$ cat config.mk
export PLATFORM = sky130hd
export DESIGN_NAME = instruct_fetch
export DESIGN_NICKNAME = d
export VERILOG_FILES = /design/src/rtl/fetch_pkg.sv /design/src/rtl/fetch_buf.sv /design/src/rtl/instruct_fetch.sv
export SDC_FILE = /design/constraint.sdc
export NUM_CORES = 1
export LEC_CHECK = 0
export CORE_MARGIN = 1
export CORE_UTILIZATION = 50
export CTS_BUF_LIST = sky130_fd_sc_hd__clkbuf_8 sky130_fd_sc_hd__clkbuf_16
export DETAILED_ROUTE_END_ITERATION = 8
export PLACE_DENSITY = 0.89
export SLEW_MARGIN = 20
export SYNTH_ARGS = -nofsm -noshare
export SYNTH_HDL_FRONTEND = slang
export SYNTH_HIERARCHICAL = 1
export SYNTH_SLANG_ARGS = --single-unit
$ cat constraint.sdc
create_clock -name Clk_Core -period 5.79 [get_ports Clk_Core]
set_clock_uncertainty 0.05 [all_clocks]
set_input_delay 0.579 -clock Clk_Core [delete_from_list [all_inputs] [get_ports Clk_Core]]
set_output_delay 0.579 -clock Clk_Core [all_outputs]
set_load 0.05 [all_outputs]
$ cat src/rtl/fetch_pkg.sv
// Shared types and constants for the instruction fetch unit.
package fetch_pkg;

  localparam int FETCH_DWIDTH = 32;
  localparam logic [FETCH_DWIDTH-1:0] RESET_PC_DEFAULT = 32'h0000_0000;
  localparam int INSTR_BYTES = 4;

  typedef struct packed {
    logic [FETCH_DWIDTH-1:0] pc;
    logic [31:0]             instr;
  } fetch_entry_t;

endpackage

$ cat src/rtl/fetch_buf.sv
// In-order fetch buffer: synchronous FIFO of {pc, instr} with flush and a
// first-word-fall-through head that reads as zero while empty.
module fetch_buf
  import fetch_pkg::*;
#(
  parameter int DEPTH = 2
) (
  input  logic                   clk,
  input  logic                   rst_n,
  input  logic                   push,
  input  logic                   pop,
  input  logic                   flush,
  input  fetch_entry_t           wr_data,
  output fetch_entry_t           rd_data,
  output logic [$clog2(DEPTH):0] count,
  output logic                   empty
);

  localparam int PW = $clog2(DEPTH);
  localparam logic [PW:0] DEPTH_C = (PW + 1)'(DEPTH);

  fetch_entry_t    mem [DEPTH];
  logic [PW-1:0]   rd_ptr;
  logic [PW-1:0]   wr_ptr;
  logic            full;
  logic            do_push;
  logic            do_pop;

  assign empty   = (count == '0);
  assign full    = (count == DEPTH_C);
  assign do_pop  = pop && !empty;
  assign do_push = push && (!full || do_pop);

  // Flush wins over everything; a push in the flush cycle is dropped.
  always_ff @(posedge clk) begin
    if (!rst_n || flush) begin
      rd_ptr <= '0;
      wr_ptr <= '0;
      count  <= '0;
    end else begin
      if (do_push) wr_ptr <= wr_ptr + 1'b1;
      if (do_pop)  rd_ptr <= rd_ptr + 1'b1;
      unique case ({do_push, do_pop})
        2'b10:   count <= count + 1'b1;
        2'b01:   count <= count - 1'b1;
        default: count <= count;
      endcase
    end
  end

  always_ff @(posedge clk) begin
    if (do_push) mem[wr_ptr] <= wr_data;
  end

  assign rd_data = empty ? '0 : mem[rd_ptr];

endmodule

$ cat src/rtl/instruct_fetch.sv
// RV32I instruction fetch: PC register, fetch buffer handshake to decode, redirect.
// Optional misaligned-redirect trap flag enabled by FETCH_MISALIGN_CHECK_EN.
module instruct_fetch
  import fetch_pkg::*;
#(
  parameter int                DWIDTH    = FETCH_DWIDTH,
  parameter logic [DWIDTH-1:0] RESET_PC  = RESET_PC_DEFAULT,
  parameter int                BUF_DEPTH = 2
) (
  input  logic              Clk_Core,
  input  logic              Rst_Core_N,
  output logic [DWIDTH-1:0] Program_Count,
  input  logic [31:0]       Instruction,
  input  logic              Redirect_Valid,
  input  logic [DWIDTH-1:0] Redirect_Target,
  input  logic              Dec_Ready,
  output logic              Dec_Valid,
  output logic [31:0]       Dec_Instruction,
  output logic [DWIDTH-1:0] Dec_PC
`ifdef FETCH_MISALIGN_CHECK_EN
  ,
  output logic              Fetch_Misalign
`endif
);

  localparam int CW = $clog2(BUF_DEPTH) + 1;
  localparam logic [CW-1:0] DEPTH_C = CW'(BUF_DEPTH);

  logic [DWIDTH-1:0] pc;
  logic [DWIDTH-1:0] redirect_pc;
  logic [CW-1:0]     count;
  logic              empty;
  logic              pop;
  logic              push;
  logic              misalign;
  fetch_entry_t      wr_entry;
  fetch_entry_t      head;

`ifdef FETCH_MISALIGN_CHECK_EN
  // A misaligned target is kept as-is so the trap handler can see it.
  assign redirect_pc = Redirect_Target;

  always_ff @(posedge Clk_Core) begin
    if (!Rst_Core_N)         misalign <= 1'b0;
    else if (Redirect_Valid) misalign <= |Redirect_Target[1:0];
  end

  assign Fetch_Misalign = misalign;
`else
  assign redirect_pc = Redirect_Target & ~DWIDTH'(INSTR_BYTES - 1);
  assign misalign    = 1'b0;
`endif

  assign pop  = Dec_Valid && Dec_Ready;
  assign push = ((count < DEPTH_C) || pop) && !misalign;

  always_ff @(posedge Clk_Core) begin
    if (!Rst_Core_N)         pc <= RESET_PC;
    else if (Redirect_Valid) pc <= redirect_pc;
    else if (push)           pc <= pc + DWIDTH'(INSTR_BYTES);
  end

  assign wr_entry.pc    = pc;
  assign wr_entry.instr = Instruction;

  fetch_buf #(
    .DEPTH(BUF_DEPTH)
  ) u_fetch_buf (
    .clk    (Clk_Core),
    .rst_n  (Rst_Core_N),
    .push   (push),
    .pop    (pop),
    .flush  (Redirect_Valid),
    .wr_data(wr_entry),
    .rd_data(head),
    .count  (count),
    .empty  (empty)
  );

  assign Program_Count   = pc;
  assign Dec_Valid       = !empty;
  assign Dec_Instruction = head.instr;
  assign Dec_PC          = head.pc;

endmodule
==> out/metrics.yaml <==
place:
  dpl_cell_area_sq_um: 8560
  hpwlAfterDp_um: 9530
  io_buffers: 160
  place_inst: 823
  place_congestion: 0.793
setup_path:
  startpoint_type: "flip-flop"
  critPathMaxStageDelay_ps: 840
  cp.required_ps: 5820
  critPathTopFamily: "simple AND/OR/NAND/NOR gates"
  cp_slowest_cell: "dfxtp_1"
  worstSetupPathType: "reg2reg"
  path_cells: "nor2_4 -> buf_4 -> nand2b_4 -> nand2_1 -> o31ai_4 -> nor2_4 -> buf_16 -> buf_4"
  path_max_fanout: 66
  end_kind: "flip-flop"
  crit_arrival_ps: 3640
  cp_num_buf_inv: 3
synth:
  yosysTopAreaCell: "edfxtp_1"
  synthesis.area_sq_um: 6800
  synthCells: 505
  synth_seq_cells: 163
  synth-warning-count: 6
  yosysUniqueCellTypes: 40
  synth_top_area_share: 0.565
  avgSynthCellArea_sq_um: 13.5
  yosys-top-cells-area: "edfxtp_1 (57%), dfxtp_1 (10%), mux2i_1 (9.7%)"
  yosysSeqAreaShare: 0.668
routing:
  routedWlPerCell_um: 16.7
  drcViolationCount: 0
  drt_iter0_drc: 199
  firstDrtPassIters: 4
  vias_per_cell: 5.21
  vias: 4455
  routed_wl_um: 14200
  detail-route-antenna-nets: 0
layout:
  fin_util: 0.690
  final_cells: 855
  drive_above_1_share: 0.0707
  mostFrequentLayoutCells: "clkdlybuf4s50_1 (160), edfxtp_1 (128), nor2_1 (70)"
  finish.instance_area_sq_um: 9130
  nets: 735
  area.growth.synth_to_final_pct: 34.3
  final_common_cell: "clkdlybuf4s50_1"
  diodes: 0
cts:
  cts_hold_buf: 0
  cts_tree: "built"
  cts_resized: 0
  htreeDepth: 4
  clock_sinks: 163
  clock-root-buffer: "clkbuf_16"
  clkSlewWorstSetupHoldPaths_ps: 70
  clk_latency_ps: 410
  cts_buffers: 17
  clock_path_buffers: 2
  post-cts-setup-buffers: 0
global_route:
  overflow: 0
  grt_max_degree: 67
  grt_pass1_wl_um: 22100
  grt_use_total: 0.205
  grt_pass1_vias: 4389
  antenna_found_initial: 0
hold_path:
  min_path_type: "reg2reg"
timing:
  post-route-period-util: 0.623
  setup_violations: 0
  slew_violations: 0
  tightestPinTransition_ps: 1100
  rsz0062_at_grt: "false"
  tns_ps: 0
  timing_hold_violations_final: 0
  relSlewSlack: 0.264
  min_period_ps: 3610
  fmax_mhz: 277
power_and_ir_drop:
  powerDensity_nw_per_um2: 323
  ir_worst_vdd_mv: 0.213
  leakagePower_nw: 3.07
outcome:
  outcome: "finished clean"
floorplanning:
  core_area_sq_um: 13200
  die_w_um: 119
  num_io_pins: 165
  start_util: 0.514
  fp.dieH_um: 119
  num_rows: 42
  dieArea_sq_um: 14100
flow_run:
  maxCapViolations: 0
worst reg2reg max path: stages, from the launching register on:
cell,delay (ps)
dfxtp_1,840
nor2_4,70
buf_4,350
nand2b_4,320
nand2_1,320
o31ai_4,180
nor2_4,550
buf_16,250
buf_4,340
kinds of logic after synthesis:
group           share of synthesized area
simple gates                       0.0970
compound gates                     0.0631
fa+ha+maj                         0.00184
other cells                      0.000551
buf+inv                            0.0305
xor+xnor                           0.0399
flops                               0.668
mux                                0.0988
power by group:
group          total, mW  internal [mW]  leakage [nW]  switching [mW]
Clock               1.07          0.606         0.287           0.465
Combinational      0.454          0.166          1.22           0.288
Sequential          1.43           1.37          1.56          0.0566
per-stage QoR:
stage | setup WS (ps) | hold slack, ps | power [mW]
2_1_floorplan | 1070 | 422 | 1.73
3_3_place_gp | 2040 | 437 | 1.88
3_5_place_dp | 2220 | 467 | 1.91
4_1_cts | 2190 | 486 | 2.97
5_1_grt | 2000 | 503 | 3.05
6_report | 2180 | 487 | 2.95
registers in the layout, summed over array words and instances, names as in the netlist, named ones only:
register / count
u_fetch_buf/mem: 128
Program_Count: 30
u_fetch_buf/count: 2
u_fetch_buf/rd_ptr: 1
u_fetch_buf/wr_ptr: 1
area by class of cell:
| type | instances | area (sq um) |
|---|---|---|
| Fill cell | 933 | 4110 |
| Multi-Input combinational cell | 313 | 2090 |
| Clock buffer | 17 | 425 |
| Clock inverter | 15 | 148 |
| Sequential cell | 163 | 4550 |
| Inverter | 6 | 22.5 |
| Tap cell | 176 | 220 |
| Timing Repair Buffer | 165 | 1680 |
worst paths after layout:
kind / start / endpoint / slack, ps / cells past startpoint
setup / recovery: u_fetch_buf/count[1] / u_fetch_buf/mem[0][13] / 2180 / 8
hold / removal: Program_Count[30] / u_fetch_buf/mem[1][62] / 490 / 0
setup reg to reg: u_fetch_buf/count[1] / u_fetch_buf/mem[0][13] / 2180 / 8
hold reg to reg: Program_Count[30] / u_fetch_buf/mem[1][62] / 490 / 0
synthesized netlist by cell type, drive strengths merged:
library cell / count
a2111oi: 4
a211oi: 2
a21boi: 1
a21oi: 26
a22o: 1
and2: 7
and3: 7
and4: 1
buf: 16
clkbuf: 12
conb: 1
dfxtp: 35
edfxtp: 128
ha: 1
inv: 6
mux2: 1
mux2i: 66
nand2: 15
nand2b: 4
nand3: 16
nand4: 13
nor2: 73
nor2b: 1
nor3: 4
o211a: 1
o21a: 1
o21ai: 30
o31ai: 1
xnor2: 12
xor2: 19
routing by layer:
metal | GRT usage | part of all wire
met1 | 0.259 | 0.43
met2 | 0.346 | 0.52
met3 | 0.0415 | 0.046
met4 | 0.0783 | 0.011
met5 | 0 | 0
Power figures use the tool's default switching activity.
